File: config.mk
export PLATFORM = sky130hd
export DESIGN_NAME = dmem_ctrl
export DESIGN_NICKNAME = d
export VERILOG_FILES = /design/src/rtl/dmem_ctrl_pkg.sv /design/src/rtl/dmem_lane_align.sv /design/src/rtl/dmem_ctrl.sv
export SDC_FILE = /design/constraint.sdc
export NUM_CORES = 1
export LEC_CHECK = 0
export CAP_MARGIN = 20
export CORE_MARGIN = 2
export CORE_UTILIZATION = 30
export DETAILED_ROUTE_END_ITERATION = 8
export PLACE_DENSITY_LB_ADDON = 0.3
export SETUP_SLACK_MARGIN = 0.15
export SLEW_MARGIN = 20
export SYNTH_ARGS = -nofsm -noshare
export SYNTH_HDL_FRONTEND = slang
export SYNTH_SLANG_ARGS = --single-unit
File: constraint.sdc
create_clock -name clk_i -period 2.29 [get_ports clk_i]
set_input_delay 0.3435 -clock clk_i [delete_from_list [all_inputs] [get_ports clk_i]]
set_output_delay 0.3435 -clock clk_i [all_outputs]
set_load 0.02 [all_outputs]
File: src/rtl/dmem_ctrl_pkg.sv
// Shared constants for the data-memory controller: data width, RV32 load/store
// funct3 codes and the controller state encoding.
package dmem_ctrl_pkg;

  localparam int DMEM_XLEN = 32;

  localparam logic [2:0] LB  = 3'b000;
  localparam logic [2:0] LH  = 3'b001;
  localparam logic [2:0] LW  = 3'b010;
  localparam logic [2:0] LBU = 3'b100;
  localparam logic [2:0] LHU = 3'b101;

  localparam logic [2:0] SB = 3'b000;
  localparam logic [2:0] SH = 3'b001;
  localparam logic [2:0] SW = 3'b010;

  typedef enum logic [1:0] {
    IDLE = 2'd0,
    CMD  = 2'd1,
    WAIT = 2'd2,
    CAPT = 2'd3
  } state_t;

endpackage

File: src/rtl/dmem_lane_align.sv
// Combinational byte-lane logic: store byte enables / lane replication / legality
// check for an incoming request, and lane extract plus sign/zero extension for loads.
module dmem_lane_align import dmem_ctrl_pkg::*; #(
  parameter int XLEN = DMEM_XLEN
) (
  input  logic              we,
  input  logic [2:0]        func3,
  input  logic [1:0]        off,
  input  logic [XLEN-1:0]   wdata,
  output logic [XLEN/8-1:0] be,
  output logic [XLEN-1:0]   wdata_rep,
  output logic              illegal,
  input  logic [2:0]        ld_func3,
  input  logic [1:0]        ld_off,
  input  logic [XLEN-1:0]   rdata,
  output logic [XLEN-1:0]   rdata_ext
);
  localparam int NB = XLEN / 8;

  logic [7:0]  byte_sel;
  logic [15:0] half_sel;

  always_comb begin
    be        = '0;
    wdata_rep = wdata;
    illegal   = 1'b0;
    if (we) begin
      case (func3)
        SB: begin
          be        = NB'(1) << off;
          wdata_rep = {NB{wdata[7:0]}};
        end
        SH: begin
          be        = off[1] ? NB'(4'b1100) : NB'(4'b0011);
          wdata_rep = {(XLEN/16){wdata[15:0]}};
          illegal   = off[0];
        end
        SW: begin
          be      = NB'(4'b1111);
          illegal = (off != 2'b00);
        end
        default: illegal = 1'b1;
      endcase
    end else begin
      case (func3)
        LB, LBU:  illegal = 1'b0;
        LH, LHU:  illegal = off[0];
        LW:       illegal = (off != 2'b00);
        default:  illegal = 1'b1;
      endcase
    end
  end

  // Lane selection uses the offset captured with the request, not the live address.
  always_comb begin
    byte_sel  = rdata[{ld_off, 3'b000} +: 8];
    half_sel  = rdata[{ld_off[1], 4'b0000} +: 16];
    rdata_ext = '0;
    case (ld_func3)
      LB:      rdata_ext = {{(XLEN-8){byte_sel[7]}}, byte_sel};
      LBU:     rdata_ext = {{(XLEN-8){1'b0}}, byte_sel};
      LH:      rdata_ext = {{(XLEN-16){half_sel[15]}}, half_sel};
      LHU:     rdata_ext = {{(XLEN-16){1'b0}}, half_sel};
      LW:      rdata_ext = rdata;
      default: rdata_ext = '0;
    endcase
  end

endmodule

File: src/rtl/dmem_ctrl.sv
// Data-memory controller: one load/store per handshake, drives a single-port
// synchronous SRAM with configurable read wait states, registered response.
module dmem_ctrl import dmem_ctrl_pkg::*; #(
  parameter int XLEN        = DMEM_XLEN,
  parameter int AW          = 14,
  parameter int WAIT_CYCLES = 0
) (
  input  logic              clk_i,
  input  logic              rst_n_i,
  input  logic              req_i,
  input  logic              we_i,
  input  logic [XLEN-1:0]   addr_i,
  input  logic [XLEN-1:0]   wdata_i,
  input  logic [2:0]        func3_i,
  output logic              ready_o,
  output logic              resp_valid_o,
  output logic [XLEN-1:0]   rdata_o,
  output logic              err_o,
  output logic              sram_ce_o,
  output logic              sram_we_o,
  output logic [XLEN/8-1:0] sram_be_o,
  output logic [AW-1:0]     sram_addr_o,
  output logic [XLEN-1:0]   sram_wdata_o,
  input  logic [XLEN-1:0]   sram_rdata_i
);
  localparam int         NB        = XLEN / 8;
  localparam logic [3:0] WAIT_LAST = 4'(WAIT_CYCLES > 0 ? WAIT_CYCLES - 1 : 0);

  state_t            state_reg, state_next;
  logic [3:0]        cnt_reg;
  logic              cap_we_reg;
  logic [2:0]        cap_func3_reg;
  logic [1:0]        cap_off_reg;
  logic [AW-1:0]     cap_addr_reg;
  logic [NB-1:0]     cap_be_reg;
  logic [XLEN-1:0]   cap_wdata_reg;
  logic              resp_valid_reg;
  logic              err_reg;
  logic [XLEN-1:0]   rdata_reg;

  logic              accept;
  logic              illegal_req;
  logic [NB-1:0]     be_req;
  logic [XLEN-1:0]   wdata_req;
  logic [XLEN-1:0]   rdata_ext;
  logic              unused_addr;

  // Word address wraps: address bits above the SRAM range are dropped.
  assign unused_addr = ^addr_i[XLEN-1:AW+2];
  assign accept      = req_i && (state_reg == IDLE);

  dmem_lane_align #(.XLEN(XLEN)) u_lane (
    .we        (we_i),
    .func3     (func3_i),
    .off       (addr_i[1:0]),
    .wdata     (wdata_i),
    .be        (be_req),
    .wdata_rep (wdata_req),
    .illegal   (illegal_req),
    .ld_func3  (cap_func3_reg),
    .ld_off    (cap_off_reg),
    .rdata     (sram_rdata_i),
    .rdata_ext (rdata_ext)
  );

  always_ff @(posedge clk_i or negedge rst_n_i) begin
    if (!rst_n_i) state_reg <= IDLE;
    else          state_reg <= state_next;
  end

  always_comb begin
    state_next = state_reg;
    case (state_reg)
      IDLE:    if (accept && !illegal_req) state_next = CMD;
      CMD:     if (cap_we_reg)             state_next = IDLE;
               else if (WAIT_CYCLES > 0)   state_next = WAIT;
               else                        state_next = CAPT;
      WAIT:    if (cnt_reg == WAIT_LAST)   state_next = CAPT;
      CAPT:    state_next = IDLE;
      default: state_next = IDLE;
    endcase
  end

  // SRAM pins decode from state so an async reset clears them without a clock.
  always_comb begin
    ready_o      = (state_reg == IDLE);
    sram_ce_o    = (state_reg == CMD);
    sram_we_o    = (state_reg == CMD) && cap_we_reg;
    sram_be_o    = ((state_reg == CMD) && cap_we_reg) ? cap_be_reg : '0;
    sram_addr_o  = (state_reg == CMD) ? cap_addr_reg : '0;
    sram_wdata_o = ((state_reg == CMD) && cap_we_reg) ? cap_wdata_reg : '0;
  end

  always_ff @(posedge clk_i or negedge rst_n_i) begin
    if (!rst_n_i)               cnt_reg <= '0;
    else if (state_reg == CMD)  cnt_reg <= '0;
    else if (state_reg == WAIT) cnt_reg <= cnt_reg + 4'd1;
  end

  always_ff @(posedge clk_i or negedge rst_n_i) begin
    if (!rst_n_i) begin
      cap_we_reg    <= 1'b0;
      cap_func3_reg <= '0;
      cap_off_reg   <= '0;
      cap_addr_reg  <= '0;
      cap_be_reg    <= '0;
      cap_wdata_reg <= '0;
    end else if (accept && !illegal_req) begin
      cap_we_reg    <= we_i;
      cap_func3_reg <= func3_i;
      cap_off_reg   <= addr_i[1:0];
      cap_addr_reg  <= addr_i[AW+1:2];
      cap_be_reg    <= be_req;
      cap_wdata_reg <= wdata_req;
    end
  end

  always_ff @(posedge clk_i or negedge rst_n_i) begin
    if (!rst_n_i) begin
      resp_valid_reg <= 1'b0;
      err_reg        <= 1'b0;
      rdata_reg      <= '0;
    end else begin
      resp_valid_reg <= 1'b0;
      if (accept && illegal_req) begin
        resp_valid_reg <= 1'b1;
        err_reg        <= 1'b1;
        rdata_reg      <= '0;
      end else if ((state_reg == CMD) && cap_we_reg) begin
        resp_valid_reg <= 1'b1;
        err_reg        <= 1'b0;
      end else if (state_reg == CAPT) begin
        resp_valid_reg <= 1'b1;
        err_reg        <= 1'b0;
        rdata_reg      <= rdata_ext;
      end
    end
  end

  assign resp_valid_o = resp_valid_reg;
  assign err_o        = err_reg;
  assign rdata_o      = rdata_reg;

endmodule

==> flow_summary.toml <==
[power_and_ir_drop]
p_sw_mw = 3.86
power_frac_comb_pct = 52.4
power_frac_seq_pct = 31.7
p_sw_share_pct = 40.2
power_density_nw_per_um2 = 1260
p_int_mw = 5.73
clockPowerShare_pct = 15.9
p_leak_nw = 3.42
ir_drop_mv = 0.577

[synth]
synth_area_um2 = 5200
synth_nets = 616
yosysSeqAreaShare_pct = 46.2
synth_ff_type = "dfrtp_1"
yosysUniqueCellTypes = 44
ys_seq_elements = 96
async_flop_share_pct = 100
synth_edf_count = 0
syn_area_per_cell_um2 = 10.3
ys.warnings.count = 0
syn_inst = 507

[flow_run]
cap_viol_max_count = 0

[routing]
viasPerCell = 5.06
drt_iter0_markers = 192
drc_errors = 0
post_drt_wl_per_cell_um = 17.5
drt-total-wl_um = 15900
postRouteAntennaNets = 0
first_pass_iters = 4
vias = 4586

[die]
start_util_pct = 30.4
die_y_um = 136
dieArea_um2 = 18400
num_rows = 48
fp.dieW_um = 136
design.core.area_um2 = 17100
boundaryPins = 190

[clocking]
cts_tree = "built"
htreeDepth = 3
cts.sinks = 96
cts_buffers = 9
clkTransAtPathRegs_ns = 0.07
clockBufferDepth = 2
cts_root_buf = "clkbuf_16"
clock_latency_ns = 0.34

[critical_path]
critPathBufInv = 2
crit_required_ns = 2.52
slowest_delay_ns = 0.45
cp_slowest_cell = "dfrtp_2"
path_cells = "inv_1, ha_2, nand2_2, or3_1, and2_1, buf_12, a22o_1"
criticalPathCategory = "flip-flop to flip-flop"
start_kind = "flip-flop"
cp.arrival_ns = 2.30
cp_max_fo = 25
r2r_slack_ns = 0.21
endpoint_kind = "flip-flop"
path_delay_family = "simple AND/OR/NAND/NOR gates"

[placed_design]
portBuffers = 173
dp_hpwl_um = 11300
gp_congestion = 0.873
dpl_cell_area_um2 = 7320

[timing]
fin_worst_skew_ns = 0.00844
slew_headroom_pct = 55.9
slew_viol_final = 0
fin_crit_sh_pct = 90.6
min_period_ns = 2.08
timing.fmax_mhz = 482
grt_setup_unrepaired = "true"
finalHoldViolCount = 0
setup_violations = 0
worstMarginPinSlew_ns = 0.659

[finish]
multi_input_area_um2 = 2620
final_common_cell = "clkdlybuf4s50_1"
drive_gt1_share_pct = 15.1
n_fill_cell = 1629
register_area_um2 = 2400
area_delta_synth_final_pct = 46.5
utilization_pct = 44.5
fin_area_um2 = 7610
finalNetCount = 785
n_antenna_cell = 0
final_cell_mix = "clkdlybuf4s50_1, dfrtp_1, nand2_1"

[worst_hold_path]
hp-class = "flip-flop to flip-flop"

[grt]
grt_pass1_vias = 4747
antenna_found_initial = 1
grt_overflow = 0
track_usage_pct = 17.5
grt_pass1_wl_um = 25200
grt_max_degree = 65

[run_status]
run_status = "complete, no violations"
-- final cells by class --
| type | count | share of cell area [%] |
|---|---|---|
| well taps | 225 | 3.70 |
| repair buffers | 201 | 26.2 |
| flip-flops and latches | 96 | 31.6 |
| clock inverters | 5 | 0.740 |
| multi-input cells | 361 | 34.4 |
| inverters | 7 | 0.345 |
| clock buffers | 11 | 3.06 |
-- path summary, 6_finish.rpt --
check | start | endpoint | cells past startpoint
min in group asynchronous | rst_n_i | rdata_o[3] | 2
hold reg to reg | cap_wdata_reg[23] | cap_wdata_reg[23] | 2
setup reg to reg | state_reg[0] | rdata_o[11] | 7
hold / removal | cap_wdata_reg[23] | cap_wdata_reg[23] | 2
max in group asynchronous | rst_n_i | state_reg[0] | 3
setup / recovery | state_reg[0] | rdata_o[11] | 7
-- layer usage --
| metal | up-vias | share of wire [%] | GRT usage (%) |
|---|---|---|---|
| li1 | 2188 | - | - |
| met1 | 2216 | 44 | 22.6 |
| met2 | 164 | 47 | 28.9 |
| met3 | 18 | 7.4 | 4.26 |
| met4 | 0 | 1.8 | 5.84 |
| met5 | - | 0 | 0 |
-- tightest hold or removal path: stages, from the launching register on --
cell and delay (ns):
dfrtp_1 0.34, nand2_1 0.04, o21ai_0 0.06
-- metrics by stage --
step	hold slack (ns)	cells	power [mW]	TNS, ns	setup WS, ns
after floorplan	0.0479	507	5.97	0	0.194
after global placement	0.320	887	8.03	-0.794	-0.129
after detailed placement	0.323	887	8.17	-0.916	-0.155
after CTS	0.482	906	9.71	0	0.153
after global routing	0.502	906	10.2	0	0.122
final	0.477	906	9.59	0	0.215
-- cells by family (layout without fill, tap and decap cells) --
kind of cell,Yosys count,in the layout,synth area share (%)
buffers and inverters,50,224,4.33
AND/OR/NAND/NOR,150,150,15.8
AO/OA/AOI/OAI,141,141,18.9
multiplexers,64,64,13.2
adder cells (fa/ha/maj),6,6,1.44
flip-flops,96,96,46.2
-- repair_timing --
action,in CTS,in global routing
resized for setup,90,10
cloned,1,0
buffers inserted,1,0
pin swaps,0,0
setup endpoints to repair,62,27
hold buffers,1,0
endpoints found under the hold margin,32,0
-- power groups by stage --
stage	Clock, mW	Combinational, mW	Sequential (mW)
finish	1.52	5.03	3.04
detailed placement	0	5.11	3.06
floorplan	0	2.77	3.20
global placement	0	5.01	3.02
global route	1.62	5.47	3.15
CTS	1.56	5.11	3.05
-- synthesized netlist by cell type, types with 2 or more instances --
master / n / area [um2]
a211oi_1: 17 / 128
a21oi_1: 12 / 60.1
a22o_1: 8 / 70.1
and2_1: 17 / 106
and3_1: 36 / 225
and3b_1: 7 / 61.3
buf_1: 5 / 18.8
buf_2: 12 / 60.1
buf_6: 3 / 33.8
clkbuf_1: 23 / 86.3
dfrtp_1: 96 / 2400
ha_1: 6 / 75.1
inv_1: 7 / 26.3
mux2_2: 28 / 315
mux2i_1: 35 / 350
nand2_1: 57 / 214
nand2b_1: 5 / 31.3
nand3b_1: 2 / 15.0
nor2_1: 8 / 30.0
nor2b_1: 11 / 68.8
o21ai_0: 53 / 265
o21ai_1: 3 / 15.0
o221ai_1: 8 / 70.1
o22a_1: 8 / 70.1
o2bb2ai_1: 17 / 149
o31ai_1: 4 / 30.0
or3_1: 2 / 12.5
Power figures use the tool's default switching activity.
